## config.mk

```make
export PLATFORM = sky130hd
export DESIGN_NAME = query_pourer
export DESIGN_NICKNAME = d
export VERILOG_FILES = /design/src/rtl/query_pourer.sv
export SDC_FILE = /design/constraint.sdc
export NUM_CORES = 1
export LEC_CHECK = 0
export CORE_ASPECT_RATIO = 1.5
export CORE_MARGIN = 8
export CORE_UTILIZATION = 47
export DETAILED_ROUTE_END_ITERATION = 7
export MAX_ROUTING_LAYER = met4
export PLACE_DENSITY_LB_ADDON = 0.12
export SYNTH_ARGS = -nofsm -noshare
export SYNTH_HDL_FRONTEND = slang
export SYNTH_SLANG_ARGS = --single-unit
```

## constraint.sdc

```tcl
create_clock -name clk -period 6.12 [get_ports clk]
set_input_delay 1.224 -clock clk [delete_from_list [all_inputs] [get_ports clk]]
set_output_delay 1.224 -clock clk [all_outputs]
set_load 0.005 [all_outputs]
```

## src/rtl/query_pourer.sv

```systemverilog
// query_pourer: fetches a packed 2-bit-per-base query from SRAM and pours it
// into the query buffer one base per cycle as {valid, base} symbols, framed
// by pouring_o / pouring_last_o, with backpressure from the buffer full flag.
// Optional feature macro: POURER_COMPLEMENT_EN adds comp_i, which complements
// every emitted base (A<->T, C<->G) for jobs accepted with comp_i=1.
// WORD_BASES must be a power of two.
module query_pourer #(
    parameter int unsigned WORD_BASES = 16,
    parameter int unsigned ADDR_W     = 16,
    parameter int unsigned LEN_W      = 12
) (
    input  logic                    clk,
    input  logic                    rst_n,
`ifdef POURER_COMPLEMENT_EN
    input  logic                    comp_i,
`endif
    input  logic                    start_i,
    input  logic [ADDR_W-1:0]       base_addr_i,
    input  logic [LEN_W-1:0]        len_i,
    output logic                    busy_o,
    output logic                    done_o,
    output logic                    rd_en_o,
    output logic [ADDR_W-1:0]       addr_o,
    input  logic [2*WORD_BASES-1:0] rdata_i,
    input  logic                    full_i,
    input  logic                    update_i,
    output logic [2:0]              q_o,
    output logic                    pouring_o,
    output logic                    pouring_last_o
);

    localparam int unsigned WORD_W = 2 * WORD_BASES;
    localparam int unsigned IDX_W  = $clog2(WORD_BASES);
    localparam int unsigned BIT_W  = $clog2(WORD_W);

    typedef enum logic [1:0] {
        ST_IDLE  = 2'd0,
        ST_FETCH = 2'd1,
        ST_POUR  = 2'd2,
        ST_LAST  = 2'd3
    } state_t;

    state_t             r_state;
    state_t             w_state_d;

    logic [LEN_W-1:0]   r_len;
    logic [LEN_W-1:0]   r_words_left;
    logic [IDX_W-1:0]   r_idx;
    logic [WORD_W-1:0]  r_cur;
    logic [WORD_W-1:0]  r_nxt;
    logic               r_cur_vld;
    logic               r_nxt_vld;
    logic               r_rd_pend;

    logic               w_accept;
    logic               w_push;
    logic               w_pop;
    logic               w_issue;
    logic [2:0]         w_occ;
    logic [LEN_W-1:0]   w_words;
    logic [WORD_W-1:0]  w_l0;
    logic [WORD_W-1:0]  w_l1;
    logic               w_l0v;
    logic               w_l1v;
    logic               w_l2v;
    logic [BIT_W-1:0]   w_bit;
    logic [1:0]         w_base;
    logic [1:0]         w_base_out;

    logic [2:0]         w_q_d;
    logic               w_pour_d;
    logic               w_last_d;
    logic               w_done_d;
    logic               w_busy_d;

    // Word queue view: stored cur/nxt followed by the word arriving from SRAM
    // this cycle; the arrival is bypassed to the head when nothing is stored.
    assign w_l0  = r_cur_vld ? r_cur : rdata_i;
    assign w_l0v = r_cur_vld | r_rd_pend;
    assign w_l1  = r_nxt_vld ? r_nxt : rdata_i;
    assign w_l1v = r_cur_vld & (r_nxt_vld | r_rd_pend);
    assign w_l2v = r_nxt_vld & r_rd_pend;

    assign w_bit  = {r_idx, 1'b0};
    assign w_base = w_l0[w_bit +: 2];

`ifdef POURER_COMPLEMENT_EN
    logic r_comp;

    // Complement select is latched per job at accept
    always_ff @(posedge clk or negedge rst_n) begin
        if (!rst_n) begin
            r_comp <= 1'b0;
        end else if (w_accept) begin
            r_comp <= comp_i;
        end
    end

    assign w_base_out = w_base ^ {2{r_comp}};
`else
    assign w_base_out = w_base;
`endif

    assign w_accept = (r_state == ST_IDLE) & start_i;
    assign w_push   = (r_state == ST_POUR) & w_l0v & (r_len != '0) & (~full_i | update_i);
    assign w_pop    = w_push & (r_idx == IDX_W'(WORD_BASES - 1));
    assign w_words  = LEN_W'(((LEN_W + 1)'(len_i) + (LEN_W + 1)'(WORD_BASES - 1)) >> IDX_W);

    // Words held, arriving and requested, minus the one retired this cycle;
    // a new read only fits when at most one remains.
    assign w_occ   = 3'(r_cur_vld) + 3'(r_nxt_vld) + 3'(r_rd_pend) + 3'(rd_en_o) - 3'(w_pop);
    assign w_issue = ((r_state == ST_FETCH) | (r_state == ST_POUR)) &
                     (r_words_left != '0) & (w_occ < 3'd2);

    // Next state and next registered output values
    always_comb begin
        w_state_d = r_state;
        w_q_d     = 3'b000;
        w_pour_d  = pouring_o;
        w_last_d  = 1'b0;
        w_done_d  = 1'b0;
        w_busy_d  = busy_o;
        case (r_state)
            ST_IDLE: begin
                w_busy_d = 1'b0;
                if (start_i) begin
                    w_busy_d = 1'b1;
                    if (len_i == '0) begin
                        w_state_d = ST_LAST;
                        w_last_d  = 1'b1;
                        w_done_d  = 1'b1;
                    end else begin
                        w_state_d = ST_FETCH;
                    end
                end
            end
            ST_FETCH: begin
                w_state_d = ST_POUR;
            end
            ST_POUR: begin
                if (w_push) begin
                    w_q_d    = {1'b1, w_base_out};
                    w_pour_d = 1'b1;
                end
                if (r_len == '0) begin
                    w_state_d = ST_LAST;
                    w_pour_d  = 1'b0;
                    w_last_d  = 1'b1;
                    w_done_d  = 1'b1;
                end
            end
            ST_LAST: begin
                w_state_d = ST_IDLE;
                w_busy_d  = 1'b0;
            end
            default: begin
                w_state_d = ST_IDLE;
            end
        endcase
    end

    // State and buffer-side output registers
    always_ff @(posedge clk or negedge rst_n) begin
        if (!rst_n) begin
            r_state        <= ST_IDLE;
            q_o            <= 3'b000;
            pouring_o      <= 1'b0;
            pouring_last_o <= 1'b0;
            done_o         <= 1'b0;
            busy_o         <= 1'b0;
        end else begin
            r_state        <= w_state_d;
            q_o            <= w_q_d;
            pouring_o      <= w_pour_d;
            pouring_last_o <= w_last_d;
            done_o         <= w_done_d;
            busy_o         <= w_busy_d;
        end
    end

    // Read sequencing, word queue and base/length counters
    always_ff @(posedge clk or negedge rst_n) begin
        if (!rst_n) begin
            rd_en_o      <= 1'b0;
            addr_o       <= '0;
            r_rd_pend    <= 1'b0;
            r_len        <= '0;
            r_words_left <= '0;
            r_idx        <= '0;
            r_cur        <= '0;
            r_nxt        <= '0;
            r_cur_vld    <= 1'b0;
            r_nxt_vld    <= 1'b0;
        end else begin
            r_rd_pend <= rd_en_o;
            if (w_accept) begin
                r_len        <= len_i;
                r_idx        <= '0;
                r_cur_vld    <= 1'b0;
                r_nxt_vld    <= 1'b0;
                rd_en_o      <= (len_i != '0);
                addr_o       <= base_addr_i;
                r_words_left <= w_words - LEN_W'(len_i != '0);
            end else begin
                rd_en_o <= w_issue;
                if (w_issue) begin
                    addr_o       <= addr_o + ADDR_W'(1);
                    r_words_left <= r_words_left - LEN_W'(1);
                end
                if (w_pop) begin
                    r_cur     <= w_l1;
                    r_cur_vld <= w_l1v;
                    r_nxt     <= rdata_i;
                    r_nxt_vld <= w_l2v;
                end else begin
                    r_cur     <= w_l0;
                    r_cur_vld <= w_l0v;
                    r_nxt     <= w_l1;
                    r_nxt_vld <= w_l1v;
                end
                if (w_push) begin
                    r_len <= r_len - LEN_W'(1);
                    r_idx <= w_pop ? '0 : r_idx + IDX_W'(1);
                end
            end
        end
    end

endmodule

```

==> After elaboration in Yosys (flattened, before gate mapping) <==
Index checks and enable logic that the tools add are counted.
{ "totals": {"ff_bits": 120, "latchBits": 0, "ramBits": 0, "romBits": 0, "output_inout_bits": 24, "word_cells": 91, "memories": 0} }
{ "op_classes": {"addsub": 10, "n_mul": 0, "div": 0, "n_lt_le_gt_ge": 1, "eq_ne": 6, "shifts": 1, "mux": 32, "n_bitwise": 14, "n_reduce_logical": 12} }
{ "ops": {"columns": ["op", "n"], "rows": [
  ["32-bit 2-to-1 mux", 4],
  ["12-bit 2-to-1 mux", 4],
  ["12-bit nonzero test", 3],
  ["16-bit 2-to-1 mux", 2],
  ["32-bit by 6-bit indexed part select with 2-bit output", 1],
  ["12-bit zero test", 2],
  ["12-bit by 1-bit subtractor with 12-bit output, second input constant", 2],
  ["16-bit by 1-bit adder with 16-bit output, second input constant", 1],
  ["12-bit by 4-bit adder with 13-bit output, second input constant", 1],
  ["4-bit 2-to-1 mux", 3],
  ["1-bit 2-to-1 mux", 11],
  ["9-bit by 1-bit subtractor with 10-bit output", 1],
  ["1-bit AND", 9],
  ["2-bit case mux with 4 select lines", 1],
  ["2-bit nonzero test", 4],
  ["2-bit 2-to-1 mux", 3],
  ["3-bit 2-to-1 mux", 2],
  ["4-bit by 1-bit adder with 4-bit output, second input constant", 1],
  ["2-bit == test, second input constant", 2],
  ["4-bit == test, second input constant", 1],
  ["1-bit OR", 4],
  ["1-bit case mux with 2 select lines", 2],
  ["2-bit AND reduction", 2],
  ["2-bit by 1-bit adder with 3-bit output", 1],
  ["9 further kinds", 9]
]} }

==> Logic depth before layout (Yosys ltp) <==
Gate-level depths: netlist (run 1).
{ "depth": {"ltp_word": 10, "mapped_depth": 16} }

==> Worst setup path before layout (run 1) <==
Ideal clock, no wire load.
{ "synth_path": {"path_kind": "input to register", "from": "in full_i", "to": "reg addr_o[7]", "setup_time_ns": 0.082, "arrival_time_ns": 4.514, "path_slack_ns": 1.525, "stages": 13, "n_path_buf": 0, "cell_sequence": "nor2b_1 > nor3_1 > nand3_4 > inv_4 > ha_1 > fa_1 > nand2b_1 > fa_1 > nand2_1 > nor3_1 > nand3_1 > or2_2 > a31oi_1"} }
{ "synth_between": {"elab_chain_cells": 8} }
{ "synth_lines": {"columns": ["item", "line", "source"], "rows": [
  ["from (decl)", "25", "input logic full_i,"],
  ["1-bit inverter", "105", "assign w_push = (r_state == ST_POUR) & w_l0v & (r_len != '0) & (~full_i | update_i);"],
  ["1-bit OR", "105", null],
  ["1-bit AND", "105", null],
  ["1-bit AND", "106", "assign w_pop = w_push & (r_idx == IDX_W'(WORD_BASES - 1));"],
  ["3-bit by 1-bit subtractor with 3-bit output", "111", "assign w_occ = 3'(r_cur_vld) + 3'(r_nxt_vld) + 3'(r_rd_pend) + 3'(rd_en_o) - 3'(w_pop);"],
  ["3-bit by 2-bit less-than comparator with 1-bit output", "113", "(r_words_left != '0) & (w_occ < 3'd2);"],
  ["1-bit AND", "113", null],
  ["2-bit nonzero test (no source line)", null, null],
  ["to (signal assigned)", "202", "addr_o <= base_addr_i;"],
  ["to (signal assigned)", "207", "addr_o <= addr_o + ADDR_W'(1);"],
  ["to (decl)", "23", "output logic [ADDR_W-1:0] addr_o,"]
]} }
No other way between the ends.
A chain may end at the register's enable or synchronous reset.

==> Final worst setup path (run 1) <==
{ "layout_path": {"from": "in full_i", "to": "reg addr_o[10]"} }
The elaborated chain is that of the path after synthesis.

==> results of run 1 <==
report_power, final:
group / internal, W / switching (W)
sequential: 0.00118 / 0.000295
combinational: 0.00103 / 0.000947
clock: 0.000664 / 0.000359
total: 0.00287 / 0.00160
registers in the layout, indices dropped and copies added, names as in the netlist, 2 cells and up:
| signal | count |
|---|---|
| r_nxt | 32 |
| r_idx | 4 |
| r_len | 12 |
| r_words_left | 12 |
| q_o | 3 |
| r_state | 2 |
| r_cur | 32 |
| addr_o | 16 |
per-layer routing:
layer	up-vias	global-route usage [%]	part of all wire (%)
li1	2602	-	-
met3	27	5.35	4.2
met5	-	-	0
met1	2753	22.7	40
met2	134	36.3	54
met4	0	8.61	2.3
kinds of logic (layout without fill, tap and decap cells):
kind of cell / Yosys count / in the layout / share of synthesized area, %
simple gates: 179 / 179 / 13.2
buf+inv: 64 / 153 / 4.23
mux: 90 / 90 / 17.4
xor+xnor: 45 / 45 / 5.60
fa+ha+maj: 13 / 13 / 2.52
compound gates: 148 / 148 / 14.4
flops: 120 / 120 / 42.7
critical path: stages:
cell and delay, ns:
clkdlybuf4s50_1 0.42, nor2b_1 0.18, nor3_1 0.58, nand3_4 0.14, inv_4 0.11, ha_1 0.24, fa_1 0.44, nand2b_1 0.17
fa_1 0.48, nand2_1 0.10, nor3_1 0.65, nand4_1 0.21, xor2_1 0.19, o21ai_0 0.15
area by class of cell:
cell class,instances,area (µm²),share of cell area [%]
inverters,21,81.3,0.939
multi-input cells,475,3750,43.3
well taps,199,249,2.88
repair buffers,100,968,11.2
flip-flops and latches,120,3000,34.7
clock inverters,6,86.3,0.997
clock buffers,26,519,6.00
worst paths after layout:
| check | from | cells past startpoint | endpoint |
|---|---|---|---|
| max in group asynchronous | rst_n | 2 | r_cur[0] |
| worst max-delay path | full_i | 14 | addr_o[10] |
| worst min register to register | rd_en_o | 0 | r_rd_pend |
| worst max register to register | r_len[4] | 13 | addr_o[10] |
| min in group asynchronous | rst_n | 1 | r_nxt[8] |
| worst min-delay path | rd_en_o | 0 | r_rd_pend |
per-stage QoR:
step	worst slack (ns)	hold WS [ns]	std cells
after floorplan	1.52	0.397	659
after global placement	0.885	0.457	915
after detailed placement	0.800	0.455	915
after CTS	1.23	0.470	947
after global routing	0.942	0.492	947
final	1.17	0.473	947
cells in the final DEF (no fill, tap or decap), types with 3 or more instances in the layout:
| master | instances |
|---|---|
| or3_1 | 4 |
| nand3_1 | 17 |
| mux2i_1 | 13 |
| nand2b_1 | 8 |
| a2111oi_0 | 5 |
| clkbuf_1 | 3 |
| mux4_2 | 10 |
| o211ai_1 | 3 |
| o22ai_1 | 35 |
| nor2b_1 | 7 |
| nor4_1 | 8 |
| a2bb2oi_1 | 33 |
| and3_1 | 5 |
| mux2_2 | 37 |
| ha_1 | 11 |
| dfrtp_1 | 120 |
| xnor2_1 | 19 |
| xor2_1 | 26 |
| mux2_4 | 30 |
| clkbuf_16 | 17 |
| nand4b_1 | 5 |
| a31oi_1 | 4 |
| buf_4 | 13 |
| a211oi_1 | 4 |
| inv_1 | 20 |
| o21ai_0 | 39 |
| or2_2 | 3 |
| a21oi_1 | 8 |
| nor2_1 | 24 |
| or4_1 | 5 |
| nand4_1 | 14 |
| nor3_1 | 12 |
| clkdlybuf4s50_1 | 87 |
| nand2_1 | 56 |
| clkbuf_8 | 6 |
==> results.toml, run 1 <==
[grt]
grt_overflow = 0
grt_max_degree = 70
grtUsageTotal_pct = 21.2
grt_pass1_wl_um = 31000
antenna_found_initial = 0
grt_pass1_vias = 5988

[die]
die_x_um = 116
initial_utilization_pct = 47.4
rows = 55
die_area_mm2 = 0.0192
die_y_um = 166
pin_count = 89
core_mm2 = 0.0149

[power]
leakagePower_nw = 3.48
p_total_w = 0.00447
power_density_mw_per_mm2 = 517
ir_drop_v = 0.000291

[clocking]
cts_setup_buffers = 0
cts_tree = "yes"
cts.sinks = 120
htreeDepth = 4
ctsResizeCount = 0
clockBufferDepth = 2
clkLatencyLatePin_ns = 0.42
cts_hold_buf = 0
clk_pin_slew_ns = 0.06
cts_root_buffer = "clkbuf_16"
numCtsBuffers = 17

[route]
dr.pass1.iters = 5
drt-total-wl_um = 18600
post_drt_wl_per_cell_um = 19.7
via_per_inst = 5.82
antenna_left = 0
num_vias = 5516
drt_iter0_markers = 282
drc_errors = 0

[synth]
synth_area_leaders = "dfrtp_1, mux2_4, mux2_2"
synth_top_area_share_pct = 42.7
synth_area_per_cell_um2 = 10.7
seq_area_frac_synth_pct = 42.7
syn-instance-count = 659
synthFlopType = "dfrtp_1"
synth_top_area_cell = "dfrtp_1"
yosys.cell_count.top_type = "dfrtp_1"
synth_edf_count = 0
synth_common_cells = "dfrtp_1, nand2_1, o21ai_0"
synth_seq_cells = 120
netlist_area_mm2 = 0.00704
syn_nets = 737
synthArstFlopShare_pct = 100
synth_warnings = 0
synth_cell_types = 58

[sta]
finalCritPeriodShare_pct = 80.8
setup_violations = 0
post-route-min-period_ns = 4.95
finalHoldViolCount = 0
drv_slew = 0
rsz0062_at_grt = "no"
worstMarginPinSlew_ns = 0.914
fmax_mhz = 202
setup_tns_ns = 0
slew_headroom_pct = 39.1
fin_worst_skew_ns = 0.00931

[final_layout]
nNetsFinal = 813
num_antenna_cells = 0
postLayoutCellArea_mm2 = 0.00866
drive_gt1_share_pct = 17.6
fillers = 1297
fin_util_pct = 58.2
syn_to_final_growth_pct = 23.0

[placed_design]
place_hpwl_um = 13000
finalWeightedCongestion = 0.869
io_buffers = 88
place_area_mm2 = 0.00805

[setup_path]
critPathMaxFanout = 6
rrSetupSlack_ns = 1.52
crit_required_ns = 6.46
critPathLaunchType = "input port"
cp-end-kind = "flip-flop"
critPathArrivalTime_ns = 5.28
crit_type = "input port to flip-flop"

[run_status]
status = "completed"

[run]
drv_cap = 0

[min_path]
hp-class = "flip-flop to flip-flop"
Power figures use the tool's default switching activity.
==> run 2: changes to the inputs <==
==> constraint.sdc (replaced) <==
create_clock -name clk -period 4.79 [get_ports clk]
set_input_delay 0.958 -clock clk [delete_from_list [all_inputs] [get_ports clk]]
set_output_delay 0.958 -clock clk [all_outputs]
set_load 0.005 [all_outputs]
==> run 2 against run 1 <==
Core utilization up 0.46 points. Clock-buffer cell count shrank 6. Wire length is 1.7% lower. Clock power rose by 32%. Sequential power is 27% higher. Largest cell class unchanged.
==> results.toml, run 2 (synthesis results as in run 1) <==
[run_status]
status = "completed"

[setup_path]
cpLargestDelayFamily = "simple AND/OR/NAND/NOR gates"
critPathMaxFanout = 7
crit_required_ns = 5.09
rrSetupSlack_ns = 0.17
critPathSlowestCell = "or4_1"
slowest_delay_ns = 0.68
worstRegToRegCells = 12
reg2reg_to = "r_words_left[1]"
crit_type = "flip-flop to flip-flop"
crit_chain = "or4_4, or4_1, nand3_4, inv_4, ha_1, fa_1, nand2b_1, fa_1, nand2_1, nor2_1, nand2_1, a311o_1"
cp_num_buf_inv = 1
cp-end-kind = "flip-flop"
critPathArrivalTime_ns = 4.92
r2r-start = "r_len[4]"
critPathLaunchType = "flip-flop"

[route]
drt-total-wl_um = 18300
via_per_inst = 5.79
antenna_left = 0
post_drt_wl_per_cell_um = 19.2
dr.pass1.iters = 4
drc_errors = 0
num_vias = 5525
drt_iter0_markers = 269

[sta]
drv_slew = 0
slew_headroom_pct = 47.9
setup_violations = 0
finalHoldViolCount = 0
post-route-min-period_ns = 4.62
holdWs_ns = 0.488
worstMarginPinSlew_ns = 0.782
rsz0062_at_grt = "no"
finalCritPeriodShare_pct = 96.4
fmax_mhz = 217
fin_worst_skew_ns = 0.00570

[grt]
grtUsageTotal_pct = 20.7
grt_pass1_wl_um = 30400
grt_pass1_vias = 5889
grt_overflow = 0
antenna_found_initial = 0
grt_max_degree = 50

[final_layout]
final_common_cell = "dfrtp_1"
seqCellArea_mm2 = 0.00300
reg_top3 = "r_cur: 32 flops, r_nxt: 32 flops, addr_o: 16 flops"
mostFrequentLayoutCells = "dfrtp_1, clkdlybuf4s50_1, nand2_1"
fillers = 1289
nNetsFinal = 820
postLayoutCellArea_mm2 = 0.00873
multi_input_area_mm2 = 0.00375
drive_gt1_share_pct = 18.5
syn_to_final_growth_pct = 24.0
num_antenna_cells = 0

[clocking]
clkLatencyLatePin_ns = 0.42
htreeDepth = 4
clk_pin_slew_ns = 0.06
cts_root_buffer = "clkbuf_16"
clockBufferDepth = 2
ctsResizeCount = 0
cts_setup_buffers = 0
cts.sinks = 120
numCtsBuffers = 17
cts_tree = "yes"
cts_hold_buf = 0

[placed_design]
place_hpwl_um = 13100
finalWeightedCongestion = 0.866
place_area_mm2 = 0.00811
io_buffers = 88

[die]
initial_utilization_pct = 47.4
die_y_um = 166
core_mm2 = 0.0149
die_area_mm2 = 0.0192
rows = 55
die_x_um = 116
pin_count = 89

[min_path]
hold_depth = 0
hp-class = "flip-flop to flip-flop"
hp-start = "rd_en_o"
hold_end = "r_rd_pend"

[power]
power_density_mw_per_mm2 = 662
ir_drop_v = 0.000324
leakagePower_nw = 3.52
p_total_w = 0.00578

[run]
drv_cap = 0
## run 2: cell count changes in the layout (fill, tap and decap cells not counted), sizes merged
cell	before	now
buf	13	20
clkbuf	26	20
bufinv	2	4
clkinv	3	5
clkinvlp	1	3
## run 2: worst max-delay path by stage
stage,from,cells past startpoint,to
after floorplan,full_i,13,addr_o[7]
after global placement,full_i,13,r_words_left[1]
after detailed placement,full_i,13,r_words_left[1]
after CTS,r_len[4],12,r_words_left[1]
after global routing,r_len[4],13,addr_o[0]
final,r_len[4],12,r_words_left[1]
## run 2: cell type report
class	count	area share [%]
Clock buffer	20	5.12
Multi-Input combinational cell	475	43.0
Timing Repair Buffer	107	11.7
Clock inverter	12	2.01
Sequential cell	120	34.4
Tap cell	199	2.85
Inverter	21	0.932
## run 2: routing by layer
| metal | vias to the layer above | share of wire [%] | GRT usage [%] |
|---|---|---|---|
| met5 | - | 0 | - |
| met4 | 0 | 1.8 | 7.65 |
| met3 | 28 | 4.7 | 4.95 |
| met2 | 141 | 53 | 34.7 |
| met1 | 2738 | 41 | 23.2 |
| li1 | 2618 | - | - |
## run 2: through the flow
stage	setup WS, ns	setup TNS [ns]	instances	util, %
after detailed placement	-0.115	-0.250	922	54.5
after global routing	0.0468	0	954	58.7
final	0.173	0	954	58.7
after floorplan	0.461	0	659	-
after global placement	-0.00793	-0.00793	922	54.5
after CTS	0.173	0	954	58.7
## run 2: where the power goes
part / leakage (nW) / internal, W / switching [W]
Clock: 0.296 / 0.000881 / 0.000465
Combinational: 1.80 / 0.00134 / 0.00123
Sequential: 1.41 / 0.00151 / 0.000357
## run 2: worst register-to-register path, delay by kind of cell, from the launching register on
kind	cells	cell delay (ns)
flip-flops	1	0.40
AND/OR/NAND/NOR	7	2.44
AO/OA/AOI/OAI	1	0.42
adder cells (fa/ha/maj)	3	1.20
buffers and inverters	1	0.05
==> run 3: changes to the inputs <==
--- a/config.mk
+++ b/config.mk
@@ -6,7 +6,7 @@
 export NUM_CORES = 1
 export LEC_CHECK = 0
 export CORE_ASPECT_RATIO = 1.5
-export CORE_MARGIN = 8
+export CORE_MARGIN = 3
 export CORE_UTILIZATION = 47
 export DETAILED_ROUTE_END_ITERATION = 7
 export MAX_ROUTING_LAYER = met4
==> run 3 against run 2 <==
Register-to-register slack improved by 0.26 ns. Wire length increased by 0.63%. Clock skew increased by 0.0058 ns. Worst setup slack gained 0.26 ns. Sequential power is essentially flat. Critical endpoint is now addr_o[7]. Highest routed layer unchanged.
==> results.toml, run 3 (synthesis results as in run 1) <==
[route]
post_drt_wl_per_cell_um = 19.4
antenna_left = 0
num_vias = 5563
via_per_inst = 5.84
drt_iter0_markers = 272
dr.pass1.iters = 5
drc_errors = 0
drt-total-wl_um = 18400

[final_layout]
reg_top3 = "r_cur: 32 flops, r_nxt: 32 flops, addr_o: 16 flops"
syn_to_final_growth_pct = 24.0
drive_gt1_share_pct = 18.7
mostFrequentLayoutCells = "dfrtp_1, clkdlybuf4s50_1, nand2_1"
fillers = 1265
num_antenna_cells = 0
nNetsFinal = 821
final_common_cell = "dfrtp_1"
stdcell_count = 952

[die]
die_x_um = 106
die_y_um = 156
initial_utilization_pct = 48.2
pin_count = 89
core_mm2 = 0.0146
die_area_mm2 = 0.0165
rows = 54

[clocking]
cts_setup_buffers = 0
htreeDepth = 4
cts.sinks = 120
ctsResizeCount = 0
clk_pin_slew_ns = 0.06
numCtsBuffers = 17
cts_hold_buf = 0
cts_tree = "yes"
clockBufferDepth = 2
cts_root_buffer = "clkbuf_16"
clkLatencyLatePin_ns = 0.41

[grt]
grtUsageTotal_pct = 24.0
grt_max_degree = 74
grt_overflow = 0
grt_pass1_wl_um = 30400
antenna_found_initial = 0
grt_pass1_vias = 5975

[placed_design]
place_ws_ns = 0.211
finalWeightedCongestion = 0.848
dp.cells = 920
place_hpwl_um = 12700
io_buffers = 88

[power]
power.switching_w = 0.00208
internal_power_w = 0.00370
ir_drop_v = 0.000249
swShare_pct = 36.0
p_seq_share_pct = 32.4
p_total_w = 0.00577
leakagePower_nw = 3.51
pwr-share-comb_pct = 44.8
power_frac_clock_pct = 22.8
power_density_mw_per_mm2 = 661

[sta]
worstMarginPinSlew_ns = 0.990
post-route-min-period_ns = 4.35
finalCritPeriodShare_pct = 90.9
fmax_mhz = 230
fin_worst_skew_ns = 0.0115
drv_slew = 0
setup_violations = 0
setup_tns_ns = 0
finalHoldViolCount = 0
slew_headroom_pct = 34.0
rsz0062_at_grt = "no"
setup_slack_ns = 0.438
holdWs_ns = 0.493

[min_path]
hold_depth = 0
hp-class = "flip-flop to flip-flop"

[setup_path]
critPathArrivalTime_ns = 4.68
critPathLaunchType = "flip-flop"
crit_required_ns = 5.11
crit_type = "flip-flop to flip-flop"
cp-end-kind = "flip-flop"
worstRegToRegCells = 14
critPathMaxFanout = 7

[run]
drv_cap = 0

[run_status]
status = "completed"
run 3: cell types whose count changed in the layout (fill, tap and decap cells not counted):
cell        change
clkbuf_8        +1
buf_12          +1
clkinv_2        -1
clkinvlp_4      +1
bufinv_16       -1
run 3: per-stage QoR:
step	cell area [µm²]	utilization [%]
final	8730	59.8
after global placement	8120	55.6
after floorplan	7040	-
after CTS	8730	59.8
after global routing	8730	59.8
after detailed placement	8120	55.6
run 3: area by class of cell:
| cell class | count | area, µm² | share of cell area, % |
|---|---|---|---|
| tap | 196 | 245 | 2.81 |
| sequential | 120 | 3000 | 34.4 |
| multi-input combinational | 475 | 3750 | 43.0 |
| clock buffer | 21 | 460 | 5.27 |
| inverter | 21 | 81.3 | 0.932 |
| timing repair buffer | 108 | 1040 | 11.9 |
| clock inverter | 11 | 148 | 1.69 |
run 3: worst max-delay path, stage by stage, from the launching register on:
cell	delay, ns
dfrtp_1	0.40
or4_4	0.57
or4_1	0.69
nand3_4	0.13
inv_4	0.05
ha_1	0.28
fa_1	0.44
nand2b_1	0.17
fa_1	0.49
nand2_1	0.10
nor3_1	0.20
buf_4	0.17
nand3_1	0.09
or2_2	0.30
a31oi_1	0.17
run 3: final timing paths:
kind	startpoint	to	slack, ns
min in group asynchronous	rst_n	r_nxt[7]	0.68
hold / removal	rd_en_o	r_rd_pend	0.49
setup reg to reg	r_len[4]	addr_o[7]	0.44
max in group asynchronous	rst_n	r_nxt[28]	3.30
setup / recovery	r_len[4]	addr_o[7]	0.44
hold reg to reg	rd_en_o	r_rd_pend	0.49
run 3: power by group through the flow:
stage	Combinational [W]	Clock, W	Sequential [W]
after global placement	0.00253	0	0.00185
after floorplan	0.00192	0	0.00177
final	0.00259	0.00131	0.00187
after CTS	0.00262	0.00132	0.00186
after global routing	0.00284	0.00138	0.00193
after detailed placement	0.00259	0	0.00187
run 3: per-layer routing:
layer	GRT usage, %	up-vias	share of wire (%)
li1	-	2617	-
met1	25.8	2769	40
met2	43.6	137	54
met3	4.31	40	3.3
met4	9.63	0	2.8
met5	-	-	0
